[config.mk]
export PLATFORM = sky130hd
export DESIGN_NAME = clk_lock_sequencer
export DESIGN_NICKNAME = d
export VERILOG_FILES = /design/src/rtl/clk_lock_sequencer.sv
export SDC_FILE = /design/constraint.sdc
export NUM_CORES = 1
export LEC_CHECK = 0
export CAP_MARGIN = 5
export CORE_AREA = 2 2 71 73
export DETAILED_ROUTE_END_ITERATION = 8
export DIE_AREA = 0 0 73 75
export PLACE_DENSITY = 0.78
export SLEW_MARGIN = 5
export SYNTH_ARGS = -nofsm -noshare
export SYNTH_HDL_FRONTEND = slang
export SYNTH_SLANG_ARGS = --single-unit
export TNS_END_PERCENT = 100
[constraint.sdc]
create_clock -name clk_in1 -period 2.6 [get_ports clk_in1]
set_input_delay 0.78 -clock clk_in1 [delete_from_list [all_inputs] [get_ports clk_in1]]
set_output_delay 0.78 -clock clk_in1 [all_outputs]
set_load 0.02 [all_outputs]
[src/rtl/clk_lock_sequencer.sv]
`default_nettype none
// =============================================================================
// clk_lock_sequencer : drives MMCM reset, qualifies locked, releases sys_rst_n
// Revision           : 1.0
// =============================================================================
module clk_lock_sequencer #(
   parameter int RST_CYCLES    = 8,
   parameter int STABLE_CYCLES = 64,
   parameter int LOCK_TIMEOUT  = 65536,
   parameter int HOLD_CYCLES   = 16,
   parameter int MAX_RETRY     = 4,
   parameter int CNT_W         = 8
) (
   input  logic             clk_in1,
   input  logic             reset_n,
   input  logic             locked,
   output logic             mmcm_reset,
   output logic             sys_rst_n,
   output logic             ready,
   output logic             fail,
   output logic [7:0]       retry_cnt,
   output logic [CNT_W-1:0] lock_loss_cnt
);

   localparam int CYC_MAX_A = (RST_CYCLES > HOLD_CYCLES) ? RST_CYCLES : HOLD_CYCLES;
   localparam int CYC_MAX   = (LOCK_TIMEOUT > CYC_MAX_A) ? LOCK_TIMEOUT : CYC_MAX_A;
   localparam int CYC_W     = (CYC_MAX > 1) ? $clog2(CYC_MAX) : 1;
   localparam int STAB_W    = (STABLE_CYCLES > 1) ? $clog2(STABLE_CYCLES) : 1;

   localparam logic [CYC_W-1:0]  C_RST_LAST  = CYC_W'(RST_CYCLES - 1);
   localparam logic [CYC_W-1:0]  C_TO_LAST   = CYC_W'(LOCK_TIMEOUT - 1);
   localparam logic [CYC_W-1:0]  C_HOLD_LAST = CYC_W'(HOLD_CYCLES - 1);
   localparam logic [STAB_W-1:0] C_STAB_LAST = STAB_W'(STABLE_CYCLES - 1);
   localparam logic [7:0]        C_MAX_RETRY = 8'(MAX_RETRY);

   typedef enum logic [2:0] {
      S_MRST = 3'd0,
      S_WAIT = 3'd1,
      S_HOLD = 3'd2,
      S_RUN  = 3'd3,
      S_FAIL = 3'd4
   } state_t;

   state_t              r_state;
   logic                r_lk_meta;
   logic                r_lk_s;
   logic [CYC_W-1:0]    r_cyc;
   logic [STAB_W-1:0]   r_stab;

   always_ff @(posedge clk_in1 or negedge reset_n) begin
      if (!reset_n) begin
         r_state       <= S_MRST;
         r_lk_meta     <= 1'b0;
         r_lk_s        <= 1'b0;
         r_cyc         <= '0;
         r_stab        <= '0;
         mmcm_reset    <= 1'b1;
         sys_rst_n     <= 1'b0;
         ready         <= 1'b0;
         fail          <= 1'b0;
         retry_cnt     <= '0;
         lock_loss_cnt <= '0;
      end else begin
         r_lk_meta <= locked;
         r_lk_s    <= r_lk_meta;
         case (r_state)
            S_MRST: begin
               if (r_cyc == C_RST_LAST) begin
                  r_state    <= S_WAIT;
                  r_cyc      <= '0;
                  r_stab     <= '0;
                  mmcm_reset <= 1'b0;
               end else begin
                  r_cyc <= r_cyc + CYC_W'(1);
               end
            end
            S_WAIT: begin
               // Stable completion wins over a timeout landing on the same cycle.
               if (r_lk_s && (r_stab == C_STAB_LAST)) begin
                  r_state <= S_HOLD;
                  r_cyc   <= '0;
               end else if (r_cyc == C_TO_LAST) begin
                  retry_cnt <= retry_cnt + 8'd1;
                  r_cyc     <= '0;
                  if ((retry_cnt + 8'd1) == C_MAX_RETRY) begin
                     r_state <= S_FAIL;
                     fail    <= 1'b1;
                  end else begin
                     r_state    <= S_MRST;
                     mmcm_reset <= 1'b1;
                  end
               end else begin
                  r_cyc  <= r_cyc + CYC_W'(1);
                  r_stab <= r_lk_s ? (r_stab + STAB_W'(1)) : '0;
               end
            end
            S_HOLD: begin
               if (!r_lk_s) begin
                  r_state    <= S_MRST;
                  r_cyc      <= '0;
                  mmcm_reset <= 1'b1;
               end else if (r_cyc == C_HOLD_LAST) begin
                  r_state   <= S_RUN;
                  r_cyc     <= '0;
                  sys_rst_n <= 1'b1;
                  ready     <= 1'b1;
               end else begin
                  r_cyc <= r_cyc + CYC_W'(1);
               end
            end
            S_RUN: begin
               if (!r_lk_s) begin
                  r_state    <= S_MRST;
                  r_cyc      <= '0;
                  mmcm_reset <= 1'b1;
                  sys_rst_n  <= 1'b0;
                  ready      <= 1'b0;
                  if (lock_loss_cnt != '1)
                     lock_loss_cnt <= lock_loss_cnt + CNT_W'(1);
               end
            end
            S_FAIL: begin
               r_state <= S_FAIL;
            end
            default: begin
               r_state    <= S_MRST;
               r_cyc      <= '0;
               mmcm_reset <= 1'b1;
               sys_rst_n  <= 1'b0;
               ready      <= 1'b0;
            end
         endcase
      end
   end

endmodule
`default_nettype wire
==> results.yml, run 1 <==
min_path:
  min_path_type: "flip-flop to flip-flop"
timing:
  worst_hold_slack_ns: 0.3485
  final_hold_viol_count: 0
  drv_slew: 0
  rsz0062_at_grt: "false"
  setup_slack_ns: 0.2001
  skew_ns: 0.006835
  fin_crit_sh_pct: 92.30
  worst_slew_pin_slew_ns: 0.6796
  fmax_mhz: 416.7
  max_slew_margin_pct: 54.70
  tns_ns: 0
  finalSetupViolations: 0
  period_needed_ns: 2.400
outcome:
  status: "completed"
cts:
  cts_max_path_buffers: 2
  clock-sinks: 46
  clk_pin_slew_ns: 0.08
  cts_root_buf: "clkbuf_8"
  numCtsBuffers: 5
  cts_tree: "done"
  ctsHtreeMaxLevel: 2
  cts_setup_buffers: 0
  ctsHoldBuffers: 0
  cts_resized: 0
  clkLatencyLatePin_ns: 0.29
placed_design:
  placed_cells_incl_taps: 330
  gp_congestion: 0.8857
  dpl.hpwl_um: 3779
  port-buffer-count: 22
  post-place-ws_ns: 0.2255
die:
  pin_count: 23
  coreArea_sq_um: 4661
  rows: 25
  die_h_um: 75
  start_util_pct: 56.70
  dieArea_sq_um: 5475
  dieWidth_um: 73
layout:
  final_cell_mix: "dfrtp_1, nand2_1, clkdlybuf4s50_1"
  fin_cells: 338
  final_common_cell: "dfrtp_1"
  syn2layout_area_growth_pct: 11.32
  final_nets: 291
  antenna_cells: 0
  drive_gt1_share_pct: 11.27
power:
  p_per_area_nw_per_um2: 395.9
  total_power_mw: 1.165
  ir_worst_vdd_uv: 241.3
  p_leak_nw: 1.271
logic_synthesis:
  ys_async_sr_fraction_pct: 100.0
  synth_top_area_share_pct: 42.61
  synth_top_family_by_area: "simple AND/OR/NAND/NOR gates"
  ys_seq_area_share_pct: 43.61
  netlist_area_sq_um: 2643
  synth_cell_types: 64
  yosysWarningCount: 0
  yosys-top-cells-area: "dfrtp_1, xor2_1, nand3_1"
  syn_inst: 262
  synth_flop_cell: "dfrtp_1"
  syn_nets: 270
  synthAdderAreaFrac_pct: 2.367
  synthXorXnorAreaFrac_pct: 7.623
  synth_edf_count: 0
  avgSynthCellArea_sq_um: 10.09
  muxShareOfSynthArea_pct: 1.231
  synth-compound-area-share_pct: 13.97
  yosys.area_share.simple_pct: 26.52
  yosysTopAreaCell: "dfrtp_1"
  synth-seq-cells: 46
routing:
  wl_um: 5239
  drc_errors: 0
  drtAntennaViolNets: 0
  vias: 2050
  via_per_inst: 6.065
  drtIter0Drc: 206
  wl_per_cell_um: 15.50
  drt-pass1-iter-count: 5
setup_path:
  crit_chain: "or4_4 > nor4_2 > or4_1 > nand3_2 > a221o_1"
  path_max_fanout: 12
  worst-setup-path-type: "flip-flop to flip-flop"
  arrival_ns: 2.57
  setup.worst_path.start_class: "flip-flop"
  slowest_stage: "or4_4"
  crit_required_ns: 2.77
  path_delay_family: "simple AND/OR/NAND/NOR gates"
  crit_path_end_kind: "flip-flop"
  critPathMaxStageDelay_ns: 0.59
  path_buf_inv: 0
global_routing:
  grtUsageTotal_pct: 20.67
  antenna_found_initial: 0
  grt_pass1_wl_um: 8742
  grt_max_degree: 32
  grt_remaining_overflow: 0
  grt_pass1_vias: 1766
flow_run:
  cap_violations: 0
-- area by class of cell --
cell class                 instances  area (sq um)
fill                             374          1719
multi-input combinational        198          1366
sequential                        46          1152
timing repair buffer              28         260.3
clock buffer                       8         80.08
tap                               54         67.56
inverter                           4         15.01
-- metrics by stage --
| step | instance area [sq um] | util [%] |
|---|---|---|
| global placement | 2861 | 61.40 |
| global route | 2942 | 63.11 |
| floorplan | 2643 | - |
| detailed placement | 2861 | 61.40 |
| CTS | 2942 | 63.11 |
| finish | 2942 | 63.11 |
-- sequential cells by signal (all words and copies together), names as in the netlist --
register and flops:
r_stab 6, mmcm_reset 1, r_lk_s 1, lock_loss_cnt 8
ready 1, r_state 3, retry_cnt 8, r_cyc 16
r_lk_meta 1, fail 1
-- synthesized netlist by cell type, types with 2 or more instances --
| cell | number |
|---|---|
| dfrtp_1 | 45 |
| nand2_1 | 23 |
| nand3_1 | 20 |
| nor2_1 | 14 |
| xor2_1 | 12 |
| xnor2_1 | 11 |
| nand4_1 | 9 |
| o21ai_0 | 9 |
| a21oi_1 | 8 |
| a31oi_1 | 6 |
| a221o_1 | 5 |
| and3_1 | 5 |
| and4_1 | 5 |
| ha_1 | 5 |
| nor2b_1 | 5 |
| inv_1 | 4 |
| o31ai_1 | 4 |
| or4_1 | 4 |
| a311oi_1 | 3 |
| buf_2 | 3 |
| buf_4 | 3 |
| buf_6 | 3 |
| nor3_1 | 3 |
| o21ai_1 | 3 |
| or3_1 | 3 |
| a211o_1 | 2 |
| and2_1 | 2 |
| clkbuf_1 | 2 |
| clkbuf_2 | 2 |
| mux2_2 | 2 |
| nor3b_1 | 2 |
| nor4_2 | 2 |
| or4_4 | 2 |
-- logic make-up (layout without fill, tap and decap cells) --
logic type               Yosys count  count (layout)
AO/OA/AOI/OAI                     52              52
XOR/XNOR                          23              23
adder cells (fa/ha/maj)            5               5
buffers and inverters             18              40
flip-flops                        46              46
multiplexers                       3               3
AND/OR/NAND/NOR                  115             115
-- routing by layer --
| layer | GRT usage (%) | up-vias | routed length, um |
|---|---|---|---|
| met1 | 32.09 | 991 | 2716 |
| met3 | 3.748 | 10 | 154 |
| met4 | 7.202 | 0 | 76 |
| met5 | 0 | - | 0 |
| li1 | - | 1016 | - |
| met2 | 28.93 | 33 | 2291 |
-- path summary, 6_finish.rpt --
kind / start / endpoint / slack [ns] / cells past startpoint
hold reg to reg: r_lk_meta / r_lk_s / 0.35 / 0
setup reg to reg: r_cyc[14] / r_cyc[3] / 0.20 / 5
min in group asynchronous: reset_n / retry_cnt[3] / 0.52 / 1
hold / removal: r_lk_meta / r_lk_s / 0.35 / 0
setup / recovery: r_cyc[14] / r_cyc[3] / 0.20 / 5
max in group asynchronous: reset_n / retry_cnt[6] / 1.40 / 2
-- power breakdown --
part	total, mW	switching [mW]	leakage (nW)	internal [mW]
clock	0.412	0.221	0.0395	0.191
sequential	0.726	0.00590	0.612	0.720
combinational	0.0269	0.0193	0.619	0.00755
total	1.16	0.246	1.27	0.919
(Power assumes the default switching activity.)
==> run 2: changes to the inputs <==
Settings changed: CAP_MARGIN 5 to 20.
==> results of run 2 <==
Same layout as run 1: the final DEF is identical, and so are final timing and power.
